### config.mk
export PLATFORM = sky130hd
export DESIGN_NAME = prime_scan
export DESIGN_NICKNAME = d
export VERILOG_FILES = /design/src/rtl/prime_scan_pkg.sv /design/src/rtl/prime_lut.sv /design/src/rtl/prime_scan.sv
export SDC_FILE = /design/constraint.sdc
export NUM_CORES = 1
export LEC_CHECK = 0
export CAP_MARGIN = 20
export CORE_UTILIZATION = 43
export CTS_CLUSTER_SIZE = 30
export DETAILED_ROUTE_END_ITERATION = 7
export GPL_TIMING_DRIVEN = 0
export HOLD_SLACK_MARGIN = 0.05
export PLACE_DENSITY = 0.75
export SLEW_MARGIN = 20
export SYNTH_ARGS = -nofsm -noshare
export SYNTH_HDL_FRONTEND = slang
export SYNTH_SLANG_ARGS = --single-unit
### constraint.sdc
create_clock -name clk_i -period 2.4 [get_ports clk_i]
set_clock_uncertainty 0.2 [all_clocks]
set_input_delay 0.36 -clock clk_i [delete_from_list [all_inputs] [get_ports clk_i]]
set_output_delay 0.36 -clock clk_i [all_outputs]
set_load 0.1 [all_outputs]
### src/rtl/prime_scan_pkg.sv
// -----------------------------------------------------------------------------
// prime_scan_pkg
//
// Shared definitions for the prime range scanner:
//   state_t    - scanner FSM states (IDLE, SCAN, DONE)
//   value_t    - the 4-bit value type swept by the scanner
//   PRIME_MASK - one bit per 4-bit value, set where that value is prime
//                (2, 3, 5, 7, 11, 13)
//   maskPrime  - helper that looks a value up in PRIME_MASK
// -----------------------------------------------------------------------------
package prime_scan_pkg;

    typedef enum logic [1:0] {
        IDLE = 2'd0,
        SCAN = 2'd1,
        DONE = 2'd2
    } state_t;

    typedef logic [3:0] value_t;

    localparam logic [15:0] PRIME_MASK = 16'h28AC;

    // Bit v of the mask is the prime flag for value v.
    function automatic logic maskPrime(input value_t v);
        return PRIME_MASK[v];
    endfunction

endpackage : prime_scan_pkg

### src/rtl/prime_lut.sv
// -----------------------------------------------------------------------------
// prime_lut
//
// Combinational 4-bit prime flag. Behaves exactly like the existing prime
// detector: the input's bit 3 corresponds to the detector's 'a' input and
// bit 0 to its 'd' input.
//
// Ports:
//   value_i  [3:0]  value to classify
//   prime_o         1 when value_i is in {2, 3, 5, 7, 11, 13}
// -----------------------------------------------------------------------------
module prime_lut
    import prime_scan_pkg::*;
(
    input  logic [3:0] value_i,
    output logic       prime_o
);

    always_comb begin
        prime_o = maskPrime(value_t'(value_i));
    end

endmodule : prime_lut

### src/rtl/prime_scan.sv
// -----------------------------------------------------------------------------
// prime_scan
//
// Sequential range scanner feeding the 4-bit prime detector. A start request
// in IDLE captures a [lo, hi] range; the scanner then presents one value per
// cycle (with a valid strobe), tallies how many of them are prime and pulses
// done for one cycle at the end. A range with lo > hi is rejected immediately
// with a done+err pulse and an empty tally.
//
// Optional feature (macro PRIME_SCAN_BOUNDS_EN): adds first_prime_o,
// last_prime_o and prime_found_o, which record the first and last prime
// values encountered during the sweep.
//
// Ports:
//   clk_i          clock, all state updates on the rising edge
//   rst_ni         asynchronous active-low reset
//   start_i        begin a sweep (only looked at in IDLE)
//   lo_i  [3:0]    first value of the sweep
//   hi_i  [3:0]    last value of the sweep, inclusive
//   busy_o         high while the sweep is running
//   cur_o [3:0]    value currently presented to the detector (bit 3 = a)
//   cur_valid_o    cur_o is a live sweep value this cycle
//   cur_prime_o    prime flag for cur_o, low outside the sweep
//   prime_cnt_o    running/final prime tally, held until the next start
//   done_o         one-cycle end-of-sweep pulse
//   err_o          one-cycle pulse alongside done_o when lo_i > hi_i
//   first_prime_o, last_prime_o, prime_found_o  (PRIME_SCAN_BOUNDS_EN only)
// -----------------------------------------------------------------------------
module prime_scan
    import prime_scan_pkg::*;
#(
    parameter int CNT_W = 5
) (
    input  logic             clk_i,
    input  logic             rst_ni,
    input  logic             start_i,
    input  logic [3:0]       lo_i,
    input  logic [3:0]       hi_i,
    output logic             busy_o,
    output logic [3:0]       cur_o,
    output logic             cur_valid_o,
    output logic             cur_prime_o,
    output logic [CNT_W-1:0] prime_cnt_o,
    output logic             done_o,
    output logic             err_o
`ifdef PRIME_SCAN_BOUNDS_EN
    ,
    output logic [3:0]       first_prime_o,
    output logic [3:0]       last_prime_o,
    output logic             prime_found_o
`endif
);

    // -------------------------------------------------------------------------
    // State and datapath registers
    // -------------------------------------------------------------------------
    state_t            state_q, state_d;
    value_t            cur_q,   cur_d;
    value_t            hi_q,    hi_d;
    logic [CNT_W-1:0]  cnt_q,   cnt_d;
    logic              err_q,   err_d;
    logic              lutPrime;
    logic              rangeBad;

`ifdef PRIME_SCAN_BOUNDS_EN
    value_t            first_prime_q, first_prime_d;
    value_t            last_prime_q,  last_prime_d;
    logic              found_q,       found_d;
`endif

    // The single prime lookup always classifies the presented value.
    prime_lut u_prime_lut (
        .value_i (cur_q),
        .prime_o (lutPrime)
    );

    assign rangeBad = (lo_i > hi_i);

    // -------------------------------------------------------------------------
    // State register: all scanner state resets asynchronously to idle/zero.
    // -------------------------------------------------------------------------
    always_ff @(posedge clk_i or negedge rst_ni) begin
        if (!rst_ni) begin
            state_q <= IDLE;
            cur_q   <= '0;
            hi_q    <= '0;
            cnt_q   <= '0;
            err_q   <= 1'b0;
`ifdef PRIME_SCAN_BOUNDS_EN
            first_prime_q <= '0;
            last_prime_q  <= '0;
            found_q       <= 1'b0;
`endif
        end else begin
            state_q <= state_d;
            cur_q   <= cur_d;
            hi_q    <= hi_d;
            cnt_q   <= cnt_d;
            err_q   <= err_d;
`ifdef PRIME_SCAN_BOUNDS_EN
            first_prime_q <= first_prime_d;
            last_prime_q  <= last_prime_d;
            found_q       <= found_d;
`endif
        end
    end

    // -------------------------------------------------------------------------
    // Next-state and output logic.
    // Termination compares cur against the captured hi before incrementing,
    // so a sweep ending at 15 stops there instead of wrapping to 0. The tally
    // picks up the last value's flag on the edge that enters DONE, so the
    // count is already final during the done pulse.
    // -------------------------------------------------------------------------
    always_comb begin
        state_d     = state_q;
        cur_d       = cur_q;
        hi_d        = hi_q;
        cnt_d       = cnt_q;
        err_d       = err_q;
        busy_o      = 1'b0;
        cur_valid_o = 1'b0;
        cur_prime_o = 1'b0;
        done_o      = 1'b0;
        err_o       = 1'b0;
`ifdef PRIME_SCAN_BOUNDS_EN
        first_prime_d = first_prime_q;
        last_prime_d  = last_prime_q;
        found_d       = found_q;
`endif

        case (state_q)
            IDLE: begin
                if (start_i) begin
                    cnt_d = '0;
                    err_d = rangeBad;
`ifdef PRIME_SCAN_BOUNDS_EN
                    first_prime_d = '0;
                    last_prime_d  = '0;
                    found_d       = 1'b0;
`endif
                    if (rangeBad) begin
                        state_d = DONE;
                    end else begin
                        hi_d    = hi_i;
                        cur_d   = lo_i;
                        state_d = SCAN;
                    end
                end
            end

            SCAN: begin
                busy_o      = 1'b1;
                cur_valid_o = 1'b1;
                cur_prime_o = lutPrime;
                cnt_d       = cnt_q + {{(CNT_W-1){1'b0}}, lutPrime};
`ifdef PRIME_SCAN_BOUNDS_EN
                if (lutPrime) begin
                    if (!found_q) begin
                        first_prime_d = cur_q;
                    end
                    last_prime_d = cur_q;
                    found_d      = 1'b1;
                end
`endif
                if (cur_q == hi_q) begin
                    state_d = DONE;
                end else begin
                    cur_d = cur_q + 4'd1;
                end
            end

            DONE: begin
                done_o  = 1'b1;
                err_o   = err_q;
                err_d   = 1'b0;
                state_d = IDLE;
            end

            default: begin
                state_d = IDLE;
            end
        endcase
    end

    assign cur_o       = cur_q;
    assign prime_cnt_o = cnt_q;

`ifdef PRIME_SCAN_BOUNDS_EN
    assign first_prime_o = first_prime_q;
    assign last_prime_o  = last_prime_q;
    assign prime_found_o = found_q;
`endif

endmodule : prime_scan

After elaboration in Yosys (flattened, before gate mapping)

Memories as Yosys holds them, arrays and structs flattened.
Cells that the tools add are included.

Add/subtract/negate cells: 2
$lt $le $gt $ge: 2
Equal/unequal tests: 7
Multiplexer cells: 17
Bitwise operators: 1
Reductions and logical operators: 8

Operators with widths:

| operator                                                   | number |
|---|---|
| 2-to-1 mux 4 bit                                           | 3 |
| one-hot mux 5 bit (2 select lines)                         | 1 |
| inequality test 2 bit, second input constant               | 4 |
| one-hot mux 4 bit (2 select lines)                         | 1 |
| 2-to-1 mux 1 bit                                           | 6 |
| 2-to-1 mux 2 bit                                           | 3 |
| AND reduction 2 bit                                        | 3 |
| adder 5 x 1 -> 5 bit                                       | 1 |
| less-than comparator 4 x 5 -> 1 bit, second input constant | 1 |
| 2-to-1 mux 5 bit                                           | 1 |
| adder 4 x 1 -> 4 bit, second input constant                | 1 |
| == test 4 bit                                              | 1 |
| greater-than comparator 4 bit                              | 1 |
| one-hot mux 2 bit (2 select lines)                         | 1 |
| AND reduction 4 bit                                        | 1 |
| nonzero test 2 bit                                         | 2 |
| AND reduction 3 bit                                        | 1 |
| == test 2 x 1 -> 1 bit, second input constant              | 1 |
| == test 2 bit, second input constant                       | 1 |
| logical NOT 2 bit                                          | 1 |
| one-hot mux 1 bit (2 select lines)                         | 1 |
| NOT 1 bit                                                  | 1 |

Flip-flop bits (word level): 16
ROM bits: 16
Bits of input ports: 11
Word-level logic and storage cells: 43
Memories kept: 1

Memory list:

| memory           | depth | bits a word | read ports | clocked after Yosys merged registers in | write ports | line                 | source |
|---|---|---|---|---|---|---|---|
| (name not given) | 16    | 1           | 1          | 0                                       | 0           | prime_scan_pkg.sv:25 | `return PRIME_MASK[v];` |

Logic depth before layout (Yosys ltp)

Depth after elaboration: 4
Depth in mapped cells: 8
Depth with buffers taken out: 8

Hierarchy

Synthesis repeated with hierarchy kept, for this count alone.

Cell total of the unflattened synthesis: 98
Area, all modules: 972.2 sq um

By module, submodules not included:

| module     | times used | cells an instance | area each (sq um) | sequential area each (sq um) |
|---|---|---|---|---|
| prime_scan | 1          | 95                | 952.2             | 400.4 |
| prime_lut  | 1          | 3                 | 20.0              | 0.0 |

Worst setup path before layout

No wires, ideal clock.

Kind: reg-to-output
From: register state_q[0]
To: output cur_prime_o
Arrival time: 2,677 ps
Required time: 1,840 ps
Slack: -837 ps
Stages on the path, launching flop included: 5
Cells stage by stage: dfrtp_1 > or2b_1 > inv_1 > clkbuf_1 > and2_1

Longest elaborated chain between the ends: 2

Ends and longest elaborated chain:

| what                   | line              | source |
|---|---|---|
| start, declared        | prime_scan.sv:57  | `state_t state_q, state_d;` |
| start signal, assigned | prime_scan.sv:95  | `state_q <= state_d;` |
| == test 2 x 1 -> 1 bit | prime_scan.sv:132 | `case (state_q)` |
| 2-to-1 mux 1 bit       | prime_scan.sv:132 |  |
| end, declared          | prime_scan.sv:42  | `output logic cur_prime_o,` |

No other way between the ends.

Worst setup path in the final report

From: register cur_q[1] (netlist: cur_o[1])
To: output cur_prime_o

Longest elaborated chain between the ends: 3

Ends and longest elaborated chain:

| what                                   | line                 | source |
|---|---|---|
| start, declared                        | prime_scan.sv:58     | `value_t cur_q, cur_d;` |
| start signal, assigned                 | prime_scan.sv:96     | `cur_q <= cur_d;` |
| memory read (16 x 1 bit)               | n/a                  |  |
| 2-to-1 mux 1 bit (implied by the code) | prime_scan_pkg.sv:25 |  |
| 2-to-1 mux 1 bit                       | prime_scan.sv:132    |  |

No other way between the ends. The select of a mux whose other input is x is not followed.

==> insert_results.sql <==
INSERT INTO impl_metrics (metric_group, metric, value, unit) VALUES
('setup_path', 'crit_path_start_kind', 'flop', ''),
('setup_path', 'path_max_fanout', '7', ''),
('placement', 'detailed_placement_hpwl', '1710', 'µm'),
('synthesis', 'post_synth_edffs', '0', ''),
('setup_path', 'timing.critical_path.required', '1.84', 'ns'),
('timing', 'post_route_clock_period_utilization', '1.00', ''),
('setup_path', 'endpoint_type_of_the_worst_setup_path', 'primary output', ''),
('clocking', 'cts_tree', 'done', ''),
('global_routing', 'global_route.usage.met2', '0.364', ''),
('detailed_routing', 'wirelength', '2270', 'µm'),
('finish', 'fillers', '192', ''),
('clocking', 'cts-buffers-inserted', '3', ''),
('setup_path', 'reg2reg_depth', '6', ''),
('floorplanning', 'top_level_ports', '25', ''),
('floorplanning', 'num_rows', '17', ''),
('timing', 'number_of_hold_slack_violations_in_the_final_timing_report', '0', ''),
('synthesis', 'syn_inst', '101', ''),
('detailed_routing', 'post_drt_via_cell_ratio', '5.44', ''),
('setup_path', 'r2r_slack', '0.04', 'ns'),
('run_status', 'outcome', 'complete, but fails checks', ''),
('detailed_routing', 'detailroute.via_count', '865', ''),
('finish', 'antenna-diode-count', '0', ''),
('timing', 'worstMarginPinSlew', '0.958', 'ns'),
('floorplanning', 'die-width', '50.3', 'µm'),
('setup_path', 'crit-reg2reg-launch', 'cur_o[1]', ''),
('hold_path', 'hp-class', 'input port to flop', ''),
('finish', 'fraction_of_layout_instances_using_a_drive_strength_above_1', '0.290', ''),
('detailed_routing', 'routedWlPerCell', '14.3', 'µm'),
('synthesis', 'synth-warning-count', '0', ''),
('global_routing', 'globalRouteTotalUtil', '0.201', ''),
('clocking', 'cts_sinks', '16', ''),
('timing', 'max-slew-margin-rel', '0.360', ''),
('timing', 'maxClockFrequency', '416', 'MHz'),
('detailed_routing', 'drc', '0', ''),
('synthesis', 'post_synthesis_cell_area', '0.00100', 'mm²'),
('timing', 'worst_setup_slack_final', '-0.00445', 'ns'),
('global_routing', 'gr-usage-met3', '0.0303', ''),
('synthesis', 'proportion_of_synthesized_chip_area_in_sequential_cells', '0.400', ''),
('timing', 'fin_crit', '2.40', 'ns'),
('setup_path', 'worst_ep_arrival_time', '1.84', 'ns'),
('floorplanning', 'die_area', '0.00253', 'mm²'),
('clocking', 'cts.clk_slew.worst_paths', '0.10', 'ns'),
('setup_path', 'r2r_end', 'prime_cnt_o[2]', ''),
('timing', 'setup-violations-final', '1', ''),
('global_routing', 'grt.met1_usage', '0.235', ''),
('synthesis', 'synth_cell_types', '38', ''),
('floorplanning', 'core_region', '0.00221', 'mm²'),
('finish', 'syn_to_final_growth', '43.3', '%'),
('detailed_routing', 'drt_pass1_iterations', '4', ''),
('finish', 'share_of_the_core_filled_with_cells_in_the_final_layout', '0.649', ''),
('floorplanning', 'start_util', '0.453', ''),
('setup_path', 'slowest_stage', 'dfrtp_4', ''),
('global_routing', 'via_count_of_the_first_global_routing_pass', '833', ''),
('run_status', 'violated_checks', 'setup timing', ''),
('synthesis', 'area_share_of_the_largest_cell_type_after_synthesis', '0.400', ''),
('hold_path', 'timing.hold.worst_path_depth', '3', ''),
('global_routing', 'grt_first_pass_wirelength', '3740', 'µm'),
('synthesis', 'postSynthAreaPerCell', '9.92', 'µm²'),
('global_routing', 'global_route.peak_usage_layer', 'met2', ''),
('setup_path', 'critPathKind', 'flop to primary output', ''),
('clocking', 'htreeDepth', '1', ''),
('floorplanning', 'die-height', '50.3', 'µm'),
('synthesis', 'postSynth.topFlopCell', 'dfrtp_1', ''),
('synthesis', 'number_of_synthesized_register_bits', '16', ''),
('setup_path', 'critical-path-max-stage-delay', '0.54', 'ns'),
('synthesis', 'synthesized_nets', '120', ''),
('detailed_routing', 'number_of_drc_markers_in_iteration_0', '3', ''),
('clocking', 'root_buffer', 'clkbuf_4', ''),
('placement', 'routabilityCongestion', '0.742', ''),
('placement', 'port-buffer-count', '24', ''),
('hold_path', 'worstHoldEndpoint', 'state_q[1]', '');
-- registers in the layout (all words and copies together) (netlist names) --
register	cells
prime_cnt_o	5
hi_q	4
cur_o	4
state_q	2
err_q	1
-- layout make-up --
class                           count  area (µm²)  area share
Buffer                              4        33.8      0.0235
Timing Repair Buffer               26         255       0.178
Clock buffer                        4        36.3      0.0253
Multi-Input combinational cell     72         631       0.439
Tap cell                           28        35.0      0.0244
Inverter                            9        33.8      0.0235
Sequential cell                    16         412       0.287
-- timing repair --
item                                    in CTS  in global routing
endpoints found under the setup margin      14                 10
pin swaps                                    1                  1
gates resized for setup                     36                 15
buffers inserted                             1                  1
-- worst max-delay path: cells and delay by family (launching register included) --
| family | cells | cell delay, ns |
|---|---|---|
| DFF | 1 | 0.54 |
| muxes | 1 | 0.50 |
| adders and majority gates | 1 | 0.18 |
| and+or+nand+nor | 1 | 0.17 |
| buffers and inverters | 1 | 0.16 |
-- metrics by stage --
step,worst slack [ns],TNS (ns),area [µm²],instances,hold WS [ns]
floorplan,-0.0850,-0.131,1060,101,-0.136
global route,-0.0320,-0.0320,1440,159,0.236
detailed placement,-0.537,-3.05,1340,153,0.303
CTS,-0.0122,-0.0172,1390,158,0.321
finish,-0.00445,-0.00445,1440,159,0.220
global placement,-0.531,-2.95,1340,153,0.274
-- worst max-delay path by stage --
stage	from	to	slack [ns]	cells past startpoint
3_5_place_dp	cur_o[0]	cur_prime_o	-0.54	4
5_1_grt	cur_o[0]	cur_prime_o	-0.03	4
2_1_floorplan	cur_o[1]	prime_cnt_o[2]	-0.08	7
6_report	cur_o[1]	cur_prime_o	-0.004	4
4_1_cts	cur_o[0]	cur_prime_o	-0.01	4
3_3_place_gp	cur_o[0]	cur_prime_o	-0.53	4
-- cells by family (layout without fill, tap and decap cells) --
| family | after synthesis | count (layout) | synth area share |
|---|---|---|---|
| AND/OR/NAND/NOR | 33 | 33 | 0.200 |
| AO/OA/AOI/OAI | 23 | 23 | 0.151 |
| flip-flops | 16 | 16 | 0.399 |
| buffers and inverters | 13 | 43 | 0.0549 |
| adder cells (fa/ha/maj) | 8 | 8 | 0.0999 |
| XOR/XNOR | 4 | 4 | 0.0350 |
| multiplexers | 4 | 4 | 0.0599 |
-- metal layers --
layer / vias to the layer above / share of wire / wire (µm)
li1: 429 / - / -
met1: 399 / 0.44 / 1000
met2: 33 / 0.51 / 1160
met3: 4 / 0.041 / 92
met4: 0 / 0.0079 / 18
met5: - / 0 / 0
-- cells in the final DEF (no fill, tap or decap), types with 2 or more instances in the layout --
cell type        count
dfrtp_1             11
o21ai_0             10
clkdlybuf4s50_1      9
inv_1                8
dlygate4sd2_1        8
nand3_1              7
clkbuf_4             5
nand2_1              4
xor2_1               4
ha_4                 4
ha_1                 4
buf_4                4
nand4_1              3
a21oi_1              3
dfrtp_2              3
and2_4               2
buf_6                2
mux2_2               2
a32oi_1              2
a22o_1               2
nand3b_1             2
dfrtp_4              2
dlymetal6s2s_1       2
Power is left out: the tool's default activity adds up to more than one toggle a clock period on the data nets, which glitch-free logic cannot reach.
